$ cat src/rtl/dclk_event_bridge_pkg.sv
// Shared sizing constants and helpers for the divided-clock event bridge.
package dclk_event_bridge_pkg;

  localparam int DATA_W     = 8;
  localparam int FIFO_DEPTH = 2;

  // Depth 1 still needs a one-bit pointer so the storage index is never zero-width.
  function automatic int ptr_width(input int depth);
    return (depth > 1) ? $clog2(depth) : 1;
  endfunction

  localparam int PTR_W = ptr_width(FIFO_DEPTH);

endpackage

$ cat src/rtl/dclk_event_bridge_sync_fifo.sv
// Single-clock staging FIFO; pointers wrap at DEPTH, which need not be a power of two.
module sync_fifo #(
  parameter int DATA_W = 8,
  parameter int DEPTH  = 2
) (
  input  logic                         clk,
  input  logic                         rst,
  input  logic                         push,
  input  logic                         pop,
  input  logic [DATA_W-1:0]            din,
  output logic [DATA_W-1:0]            dout,
  output logic                         full,
  output logic                         empty,
  output logic [$clog2(DEPTH+1)-1:0]   count
);
  import dclk_event_bridge_pkg::*;

  localparam int PTR_W = ptr_width(DEPTH);
  localparam int CNT_W = $clog2(DEPTH + 1);
  localparam logic [PTR_W-1:0] LAST_PTR = PTR_W'(DEPTH - 1);

  logic [DATA_W-1:0] mem_q [DEPTH];
  logic [PTR_W-1:0]  wr_ptr_q, rd_ptr_q;
  logic [CNT_W-1:0]  count_q;
  logic              do_push, do_pop;

  function automatic logic [PTR_W-1:0] next_ptr(input logic [PTR_W-1:0] p);
    return (p == LAST_PTR) ? {PTR_W{1'b0}} : p + {{(PTR_W-1){1'b0}}, 1'b1};
  endfunction

  assign full  = (count_q == CNT_W'(DEPTH));
  assign empty = (count_q == {CNT_W{1'b0}});
  assign count = count_q;
  assign dout  = mem_q[rd_ptr_q];

  // A push into a full FIFO is legal only when the head leaves in the same cycle.
  assign do_pop  = pop & ~empty;
  assign do_push = push & (~full | do_pop);

  always_ff @(posedge clk) begin
    if (rst) begin
      wr_ptr_q <= {PTR_W{1'b0}};
      rd_ptr_q <= {PTR_W{1'b0}};
      count_q  <= {CNT_W{1'b0}};
    end else begin
      if (do_push) wr_ptr_q <= next_ptr(wr_ptr_q);
      if (do_pop)  rd_ptr_q <= next_ptr(rd_ptr_q);
      case ({do_push, do_pop})
        2'b10:   count_q <= count_q + CNT_W'(1'b1);
        2'b01:   count_q <= count_q - CNT_W'(1'b1);
        default: count_q <= count_q;
      endcase
    end
  end

  // Storage carries no reset; only entries below count are ever observed.
  always_ff @(posedge clk) begin
    if (do_push) mem_q[wr_ptr_q] <= din;
  end

endmodule

$ cat src/rtl/dclk_event_bridge.sv
// Moves single-cycle payload strobes onto a register stable for a whole dclk
// period, and turns a dclk-domain event level into a one-clk pulse.
module dclk_event_bridge #(
  parameter int DATA_W     = dclk_event_bridge_pkg::DATA_W,
  parameter int FIFO_DEPTH = dclk_event_bridge_pkg::FIFO_DEPTH
) (
  input  logic              clk,
  input  logic              rst,
  input  logic              dclk,
  input  logic              fast_valid,
  input  logic [DATA_W-1:0] fast_data,
  output logic              slow_valid,
  output logic [DATA_W-1:0] slow_data,
  input  logic              slow_ack,
  input  logic              slow_req,
  output logic              fast_pulse,
  output logic              dclk_rise,
  output logic              overflow
);
  import dclk_event_bridge_pkg::*;

  localparam int CNT_W = $clog2(FIFO_DEPTH + 1);

  logic              dclk_q;
  logic              slow_valid_q, slow_valid_d;
  logic [DATA_W-1:0] slow_data_q, slow_data_d;
  logic              overflow_q, overflow_d;
  logic              fast_pulse_q, fast_pulse_d;

  logic              rise_en, out_ready;
  logic              fifo_push, fifo_pop, fifo_full, fifo_empty;
  logic [DATA_W-1:0] fifo_dout;
  logic [CNT_W-1:0]  fifo_count;
  logic              unused_count;

  assign dclk_rise    = dclk & ~dclk_q;
  assign slow_valid   = slow_valid_q;
  assign slow_data    = slow_data_q;
  assign overflow     = overflow_q;
  assign fast_pulse   = fast_pulse_q;
  assign unused_count = ^fifo_count;

  sync_fifo #(
    .DATA_W (DATA_W),
    .DEPTH  (FIFO_DEPTH)
  ) u_fifo (
    .clk   (clk),
    .rst   (rst),
    .push  (fifo_push),
    .pop   (fifo_pop),
    .din   (fast_data),
    .dout  (fifo_dout),
    .full  (fifo_full),
    .empty (fifo_empty),
    .count (fifo_count)
  );

  // Output register and acknowledge are only evaluated on the dclk rising edge.
  always_comb begin
    rise_en      = dclk_rise & ~rst;
    out_ready    = ~slow_valid_q | slow_ack;
    fifo_pop     = rise_en & out_ready & ~fifo_empty;
    fifo_push    = fast_valid & ~rst & (~fifo_full | fifo_pop);
    slow_valid_d = slow_valid_q;
    slow_data_d  = slow_data_q;
    if (rise_en && out_ready) begin
      if (!fifo_empty) begin
        slow_valid_d = 1'b1;
        slow_data_d  = fifo_dout;
      end else begin
        slow_valid_d = 1'b0;
      end
    end else begin
      slow_valid_d = slow_valid_q;
    end
    overflow_d   = overflow_q | (fast_valid & fifo_full & ~fifo_pop);
    fast_pulse_d = rise_en & slow_req;
  end

  // dclk_q resets high so a dclk already high at release is not seen as an edge.
  always_ff @(posedge clk) begin
    if (rst) begin
      dclk_q       <= 1'b1;
      slow_valid_q <= 1'b0;
      slow_data_q  <= {DATA_W{1'b0}};
      overflow_q   <= 1'b0;
      fast_pulse_q <= 1'b0;
    end else begin
      dclk_q       <= dclk;
      slow_valid_q <= slow_valid_d;
      slow_data_q  <= slow_data_d;
      overflow_q   <= overflow_d;
      fast_pulse_q <= fast_pulse_d;
    end
  end

endmodule

$ cat config.mk
export PLATFORM = sky130hd
export DESIGN_NAME = dclk_event_bridge
export DESIGN_NICKNAME = d
export VERILOG_FILES = /design/src/rtl/dclk_event_bridge_pkg.sv /design/src/rtl/dclk_event_bridge_sync_fifo.sv /design/src/rtl/dclk_event_bridge.sv
export SDC_FILE = /design/constraint.sdc
export NUM_CORES = 1
export LEC_CHECK = 0
export ABC_AREA = 1
export BUFFER_PORTS_ARGS = -buffer_cell sky130_fd_sc_hd__buf_2
export CORE_MARGIN = 2
export CORE_UTILIZATION = 47
export CTS_CLUSTER_DIAMETER = 120
export DETAILED_ROUTE_END_ITERATION = 7
export GPL_ROUTABILITY_DRIVEN = 1
export MAX_ROUTING_LAYER = met4
export PLACE_DENSITY = 0.73
export SLEW_MARGIN = 10
export SYNTH_ARGS = -nofsm -noshare
export SYNTH_HDL_FRONTEND = slang
export SYNTH_SLANG_ARGS = --single-unit
$ cat constraint.sdc
create_clock -name clk -period 1.4 [get_ports clk]
set_input_delay 0.28 -clock clk [delete_from_list [all_inputs] [get_ports clk]]
set_output_delay 0.28 -clock clk [all_outputs]
set_load 0.005 [all_outputs]
Word-level counts from Yosys, hierarchy flattened
Memories as Yosys holds them, arrays and structs flattened. A register that Yosys moved wholly into a read port is not among the register bits. Index checks and enable logic that the tools add are counted. Widths: inputs -> output; s select.

Add/subtract/negate cells: 4. Eq/ne operators: 3. Mux-type cells: 6. Bitwise operators: 21. Reductions and logical operators: 4.

Operator list (count): $and 1x1->1 (11); $not 1->1 (6); $mux 1 (5); $eq 2x2->1 const B (2); $or 1x1->1 (4); $pmux 2 s2 (1); $add 1x1->1 const B (2); $add 2x1->2 const B (1); $eq 2x1->1 const B (1); $logic_not 2->1 (1); $reduce_and 2->1 (1); $reduce_bool 2->1 (1); $sub 2x1->2 const B (1); $logic_and 1x1->1 (1).

Bits in registers: 8. RAM bits: 16. Input bits: 14. Word-level logic and storage cells: 46. Memories kept: 1.

Memory list: u_fifo.mem_q (words 2, width 8, rd ports 1, clocked after Yosys merged registers in 1, write ports 1, RTL line dclk_event_bridge_sync_fifo.sv:22) `logic [DATA_W-1:0] mem_q [DEPTH];`.

Longest topological paths before layout
Gate-level depths: netlist of the first run.

Depth in word-level cells: 10. Depth in mapped cells: 12.

By module
From an unflattened synthesis of the first run, not the netlist that was laid out.

Cell total of the unflattened synthesis: 138. Area total of the unflattened synthesis: 1383.8 um2.

Modules (own cells, without submodules): sync_fifo (instances 1, cells each 64, area each 825.8 um2, sequential area each 580.6 um2); dclk_event_bridge (instances 1, cells each 74, area each 558.0 um2, sequential area each 240.2 um2).

Worst setup path before layout of the first run
Ideal clock, no wire load.

Path type: input port to flip-flop. From: in dclk. To: mem u_fifo.mem_q[0][0] (enable). Library setup time: 370 ps. Arrival: 1115 ps. Setup slack: -86 ps. Stages: 6. Path through: inv_1 nor2_4 nand3_1 nand2_1 nand2_1 nor2_1.

Longest elaborated chain between the ends: 9. Elaborated cells on any way between the ends: 11. Classes of those cells: mux (2); bitwise (9).

RTL lines: start, declared (RTL line dclk_event_bridge.sv:9) `input logic dclk,`; $and 1x1->1 * (RTL line dclk_event_bridge.sv:36) `assign dclk_rise = dclk & ~dclk_q;`; net dclk_rise (RTL line dclk_event_bridge.sv:17) `output logic dclk_rise,`; $and 1x1->1 * (RTL line dclk_event_bridge.sv:60) `rise_en = dclk_rise & ~rst;`; $and 1x1->1 * (2 in series) (RTL line dclk_event_bridge.sv:62) `fifo_pop = rise_en & out_ready & ~fifo_empty;`; $or 1x1->1 / $and 1x1->1 (equally long branches) (RTL line dclk_event_bridge.sv:63, dclk_event_bridge_sync_fifo.sv:37); $and 1x1->1 / $or 1x1->1 (equally long branches) (RTL line dclk_event_bridge.sv:63, dclk_event_bridge_sync_fifo.sv:38); $and 1x1->1 * (RTL line dclk_event_bridge_sync_fifo.sv:38) `assign do_push = push & (~full | do_pop);`; $mux 1 * (RTL line dclk_event_bridge_sync_fifo.sv:58) `if (do_push) mem_q[wr_ptr_q] <= din;`; $mux 1 (implied by the code) * (RTL line dclk_event_bridge_sync_fifo.sv:58); end, declared (RTL line dclk_event_bridge_sync_fifo.sv:22).

Mark *: on every way through the listed nets, which the timed path passes. The rest lies on a longest branch.

Final worst setup path of the first run
From: reg dclk_q. To: reg slow_valid_q, in the netlist slow_valid.

Longest elaborated chain between the ends: 4.

RTL lines: start, declared (RTL line dclk_event_bridge.sv:24) `logic dclk_q;`; start signal, assigned (RTL line dclk_event_bridge.sv:89) `dclk_q <= dclk;`; $not 1->1 (RTL line dclk_event_bridge.sv:36); $and 1x1->1 (RTL line dclk_event_bridge.sv:36); $and 1x1->1 (RTL line dclk_event_bridge.sv:60); $logic_and 1x1->1 (RTL line dclk_event_bridge.sv:66) `if (rise_en && out_ready) begin`; end signal, assigned (RTL line dclk_event_bridge.sv:90) `slow_valid_q <= slow_valid_d;`; end, declared (RTL line dclk_event_bridge.sv:25) `logic slow_valid_q, slow_valid_d;`.

Every way passes these cells. A chain may end at the register's enable or synchronous reset.

==> results of run 1 <==
[sequential cells by signal, indices dropped and copies added, names as in the netlist]
signal / cells
u_fifo.count: 2
dclk_q: 1
u_fifo.rd_ptr_q: 1
fast_pulse: 1
u_fifo.mem_q: 16
u_fifo.wr_ptr_q: 1
overflow: 1
slow_valid: 1
slow_data: 8
[path summary, 6_finish.rpt]
kind,to,slack [ns]
max reg2reg,slow_valid$_SDFFE_PP0N_,0.05
min reg2reg,slow_data[0]$_SDFFE_PP0P_,0.49
min,u_fifo.mem_q[0][1]$_DFFE_PP_,0.13
max,slow_valid$_SDFFE_PP0N_,0.05
[synth_stat cells]
cell type  instances
nor2_4             1
inv_1              7
dfxtp_1           16
o21ai_2            3
ha_1               1
nor2_1            23
inv_2              3
o21ai_0            3
a21oi_1            4
nand2_2            1
nand3_1            2
o21ai_1            6
buf_6              2
buf_2              1
edfxtp_1          16
clkinv_2           1
and3_1             1
nand4_4            1
nand2_1           34
[power breakdown]
part           total (mW)  switching (mW)  internal, mW
clock network       0.688           0.316         0.372
registers            1.03          0.0139          1.01
logic               0.152          0.0786        0.0731
[cells by family (layout without fill, tap and decap cells)]
logic type               Yosys count  in the layout  share of synthesized area
flip-flops                        32             32                      0.644
adder cells (fa/ha/maj)            1              1                     0.0101
buffers and inverters             14             61                     0.0563
AND/OR/NAND/NOR                   63             63                      0.216
AO/OA/AOI/OAI                     16             16                     0.0734
[routing by layer]
metal / wire [um] / track usage / share of wire
met1: 887 / 0.180 / 0.39
met2: 1140 / 0.279 / 0.51
met3: 124 / 0.0656 / 0.055
met4: 100 / 0.111 / 0.044
met5: 0 / - / 0
[metrics by stage]
stage	utilization	hold WS (ns)	cell area [sq um]	setup TNS (ns)	instances
floorplan	-	0.349	1260	0	126
global placement	0.595	0.461	1490	-0.167	187
detailed placement	0.595	0.455	1490	-0.507	187
CTS	0.657	0.113	1640	0	203
global route	0.661	0.107	1650	-0.0550	203
finish	0.661	0.130	1650	0	203
[timing repair]
item                                    CTS  global route
buffers inserted                          8             0
pin swaps                                 4             4
endpoints found under the setup margin    1            10
gates resized for setup                   4             5
hold buffers                              0             0
[area by class of cell]
cell class	instances	area, sq um
Clock inverter	3	42.5
Fill cell	201	848
Clock buffer	5	37.5
Multi-Input combinational cell	80	410
Timing Repair Buffer	42	278
Tap cell	30	37.5
Inverter	11	42.5
Sequential cell	32	803
[critical path, cell delays in order (launching register included)]
cell	delay, ns
dfxtp_2	0.34
nor2_4	0.09
nand3_2	0.08
buf_4	0.14
buf_4	0.12
buf_4	0.13
buf_4	0.13
buf_4	0.12
nand2_2	0.04
a21oi_1	0.05
[cells in the final DEF (no fill, tap or decap)]
master / count
nand2_1: 29
buf_2: 25
nor2_1: 22
edfxtp_1: 16
buf_4: 15
dfxtp_1: 14
o21ai_1: 7
inv_1: 5
inv_2: 5
nand2_2: 5
clkbuf_4: 5
a21oi_1: 4
o21ai_2: 3
clkinv_2: 2
o21ai_0: 2
dfxtp_2: 2
buf_12: 2
nor2_4: 1
nand2_4: 1
nand4_4: 1
nand3_2: 1
nand3_1: 1
nor2_2: 1
and3_1: 1
ha_4: 1
clkinvlp_4: 1
bufinv_16: 1
==> impl_metrics.env, run 1 <==
export IMPL_status="completed"
export IMPL_tritoncts="yes"
export IMPL_path_clk_slew_ns=0.10
export IMPL_worstSetupStartpointType="register"
export IMPL_clkLatencyLatePin_ns=0.33
export IMPL_syn_cell_area_sq_um=1240
export IMPL_track_usage=0.175
export IMPL_postLayoutSetupSlackWorst_ns=0.0515
export IMPL_synthCells=126
export IMPL_ys_warn_count=0
export IMPL_fmax_mhz=742
export IMPL_final_min_clock_period_ns=1.35
export IMPL_syn2layout_area_growth_pct=32.8
export IMPL_yosys_top_cells_area="edfxtp_1, dfxtp_1, nand2_1"
export IMPL_dieArea_sq_um=3070
export IMPL_drtAntennaViolNets=0
export IMPL_irDropWorstVdd_mv=0.939
export IMPL_numPortBuffers=25
export IMPL_place_ws_ns=-0.137
export IMPL_yosysTopAreaCell="edfxtp_1"
export IMPL_cts_root_buf="clkbuf_4"
export IMPL_r2r_start="dclk_q$_SDFF_PP1_"
export IMPL_finalPower_mw=1.87
export IMPL_grt_setup_unrepaired="true"
export IMPL_vias=988
export IMPL_numCtsBuffers=5
export IMPL_endpoint_kind="register"
export IMPL_hp_class="in2reg"
export IMPL_leakagePower_nw=0.746
export IMPL_maxCapViolCount=0
export IMPL_synth_cell_types=19
export IMPL_drc=0
export IMPL_io_pins=26
export IMPL_gp_congestion=0.805
export IMPL_overflow=0
export IMPL_synth_fp_nets=141
export IMPL_avgSynthCellArea_sq_um=9.87
export IMPL_r2r_worst_path_cells=9
export IMPL_critPathLaunch="dclk_q$_SDFF_PP1_"
export IMPL_antenna_found_initial=0
export IMPL_cp_max_fo=3
export IMPL_grt_pass1_wl_um=3910
export IMPL_drv_slew=0
export IMPL_rows=18
export IMPL_via_per_inst=4.87
export IMPL_initial_core_util=0.497
export IMPL_fin_nets=187
export IMPL_grt_pass1_vias=933
export IMPL_hpwlAfterDp_um=1580
export IMPL_ys_ff_latch=32
export IMPL_die_x_um=55.4
export IMPL_hold_depth=1
export IMPL_drt_iter0_drc=25
export IMPL_hold_violations=0
export IMPL_p_per_area_nw_per_um2=1130
export IMPL_worstPathRequired_ns=1.63
export IMPL_worstSetupPathType="reg2reg"
export IMPL_n_antenna_cell=0
export IMPL_cts_sinks=32
export IMPL_synth_seq_area_share=0.644
export IMPL_finalSetupViolCount=0
export IMPL_synth_top_cell_area_share=0.386
export IMPL_drive_gt1_frac=0.416
export IMPL_slew_headroom=0.765
export IMPL_worst_pin_slew_ns=0.351
export IMPL_die_h_um=55.4
export IMPL_h_tree_depth=2
export IMPL_finalWirelength_um=2250
export IMPL_coreArea_sq_um=2500
export IMPL_post_drt_wl_per_cell_um=11.1
export IMPL_clock_path_buffers=2
export IMPL_hp_start="fast_data[1]"
export IMPL_cp_data_arrival_time_ns=1.58
export IMPL_period_share=0.963
export IMPL_dr_pass1_iters=4
export IMPL_finClkSkew_ns=0.00816
export IMPL_grt_start_max_net_pins=14
Power figures use the tool's default switching activity.
==> run 2: changes to the inputs <==
--- a/config.mk
+++ b/config.mk
@@ -7,8 +7,10 @@
 export LEC_CHECK = 0
 export ABC_AREA = 1
 export BUFFER_PORTS_ARGS = -buffer_cell sky130_fd_sc_hd__buf_2
+export CELL_PAD_IN_SITES_DETAIL_PLACEMENT = 0
+export CELL_PAD_IN_SITES_GLOBAL_PLACEMENT = 1
 export CORE_MARGIN = 2
-export CORE_UTILIZATION = 47
+export CORE_UTILIZATION = 36
 export CTS_CLUSTER_DIAMETER = 120
 export DETAILED_ROUTE_END_ITERATION = 7
 export GPL_ROUTABILITY_DRIVEN = 1
==> impl_metrics.env, run 2 (synthesis results as in run 1) <==
export IMPL_initial_core_util=0.373
export IMPL_finalWirelength_um=2430
export IMPL_period_share=0.960
export IMPL_overflow=0
export IMPL_antenna_found_initial=0
export IMPL_worstSetupPathType="reg2reg"
export IMPL_syn2layout_area_growth_pct=35.2
export IMPL_track_usage=0.138
export IMPL_worstPathRequired_ns=1.65
export IMPL_reg2reg_setup_slack_ns=0.06
export IMPL_clkLatencyLatePin_ns=0.34
export IMPL_final_min_clock_period_ns=1.34
export IMPL_place_ws_ns=-0.136
export IMPL_critPathLaunch="slow_valid$_SDFFE_PP0N_"
export IMPL_finClkSkew_ns=0.0118
export IMPL_numCtsBuffers=5
export IMPL_r2r_end="u_fifo.count[1]$_SDFFE_PP0P_"
export IMPL_worstSetupStartpointType="register"
export IMPL_post_drt_wl_per_cell_um=11.1
export IMPL_regMostFlops="u_fifo.mem_q"
export IMPL_hpwlAfterDp_um=1670
export IMPL_maxCapViolCount=0
export IMPL_design_area_sq_um=1680
export IMPL_grt_start_max_net_pins=14
export IMPL_drtAntennaViolNets=0
export IMPL_stdcell_count=219
export IMPL_r2r_start="slow_valid$_SDFFE_PP0N_"
export IMPL_dieArea_sq_um=3940
export IMPL_drc=0
export IMPL_crit_slowest_cell="dfxtp_2"
export IMPL_endpoint_kind="register"
export IMPL_status="completed"
export IMPL_via_per_inst=4.32
export IMPL_grt_pass1_vias=921
export IMPL_drv_slew=0
export IMPL_mostFrequentLayoutCell="nand2_1"
export IMPL_finalSetupViolCount=0
export IMPL_cpPeakStageDelay_ns=0.35
export IMPL_dr_pass1_iters=4
export IMPL_cts_hold_fix_buffers=0
export IMPL_p_per_area_nw_per_um2=1120
export IMPL_tritoncts="yes"
export IMPL_coreArea_sq_um=3340
export IMPL_drive_gt1_frac=0.422
export IMPL_h_tree_depth=2
export IMPL_die_x_um=62.8
export IMPL_whs_ns=0.116
export IMPL_cp_data_arrival_time_ns=1.59
export IMPL_rows=21
export IMPL_grt_pass1_wl_um=3940
export IMPL_postLayoutSetupSlackWorst_ns=0.0559
export IMPL_slew_headroom=0.755
export IMPL_vias=946
export IMPL_hp_class="in2reg"
export IMPL_leakagePower_nw=0.752
export IMPL_layout_common_cells="nand2_1, buf_2, nor2_1, edfxtp_1, buf_4"
export IMPL_critical_path_endpoint="u_fifo.count[1]$_SDFFE_PP0P_"
export IMPL_fin_util=0.504
export IMPL_dp_cells=204
export IMPL_n_antenna_cell=0
export IMPL_drt_iter0_drc=23
export IMPL_io_pins=26
export IMPL_dpl_cell_area_sq_um=1510
export IMPL_worstPathBufferInverterCount=1
export IMPL_worst_path_stages=11
export IMPL_r2r_worst_path_cells=11
export IMPL_gp_congestion=0.715
export IMPL_irDropWorstVdd_mv=0.808
export IMPL_worst_pin_slew_ns=0.367
export IMPL_cts_sinks=32
export IMPL_cp_max_fo=2
export IMPL_path_clk_slew_ns=0.11
export IMPL_fin_nets=187
export IMPL_grt_setup_unrepaired="true"
export IMPL_largest_reg_flops=16
export IMPL_critical_path_top_delay_family="simple AND/OR/NAND/NOR gates"
export IMPL_fmax_mhz=744
export IMPL_cts_root_buf="clkbuf_4"
export IMPL_die_h_um=62.8
export IMPL_hold_violations=0
export IMPL_numPortBuffers=25
export IMPL_crit_chain="nand2_4 -> nand3_2 -> nand2_2 -> nand2_4 -> ha_4 -> nand2_2 -> inv_2 -> nor2_1 -> nand2_1 -> o21ai_1 -> a21oi_1"
export IMPL_clock_path_buffers=2
[run 2: through the flow]
stage          TNS [ns]  total power, mW
6_report              0             1.89
2_1_floorplan         0             1.12
4_1_cts               0             1.90
3_3_place_gp     -0.211             1.18
5_1_grt         -0.0848             1.99
3_5_place_dp     -0.379             1.19
[run 2: how the worst min path moves through the flow]
stage	startpoint	endpoint	slack (ns)	depth (start not counted)
2_1_floorplan	rst	slow_valid$_SDFFE_PP0N_	0.35	1
3_3_place_gp	overflow$_SDFF_PP0_	overflow$_SDFF_PP0_	0.46	2
3_5_place_dp	overflow$_SDFF_PP0_	overflow$_SDFF_PP0_	0.46	2
4_1_cts	fast_data[3]	u_fifo.mem_q[1][3]$_DFFE_PP_	0.11	1
5_1_grt	fast_data[1]	u_fifo.mem_q[1][1]$_DFFE_PP_	0.11	1
6_report	fast_data[3]	u_fifo.mem_q[1][3]$_DFFE_PP_	0.12	1
[run 2: what timing repair did]
action,CTS,global route
setup endpoints to repair,1,2
pin swaps,4,6
setup buffers,5,2
resized for setup,3,10
gates cloned,0,0
[run 2: cell type report]
| cell class | instances | area (sq um) |
|---|---|---|
| inverter | 11 | 43.8 |
| clock inverter | 3 | 42.5 |
| fill | 335 | 1660 |
| timing repair buffer | 42 | 278 |
| multi-input combinational | 80 | 418 |
| clock buffer | 5 | 37.5 |
| tap | 46 | 57.6 |
| sequential | 32 | 805 |
[run 2: report_power, final]
group          switching (mW)  total [mW]  internal, mW  leakage (nW)
sequential             0.0152        1.03          1.01         0.277
clock                   0.331       0.703         0.372        0.0412
combinational          0.0816       0.157        0.0754         0.433
[run 2: metal layers]
| metal | GRT usage | vias up | part of all wire |
|---|---|---|---|
| li1 | - | 497 | - |
| met1 | 0.146 | 419 | 0.41 |
| met2 | 0.226 | 23 | 0.51 |
| met3 | 0.0378 | 7 | 0.044 |
| met4 | 0.0917 | 0 | 0.031 |
| met5 | - | - | 0 |
[run 2: worst reg2reg max path: stages, from the launching register on]
cell     delay [ns]
dfxtp_2        0.35
nand2_4        0.08
nand3_2        0.09
nand2_2        0.09
nand2_4        0.06
ha_4           0.16
nand2_2        0.05
inv_2          0.03
nor2_1         0.10
nand2_1        0.08
o21ai_1        0.12
a21oi_1        0.05
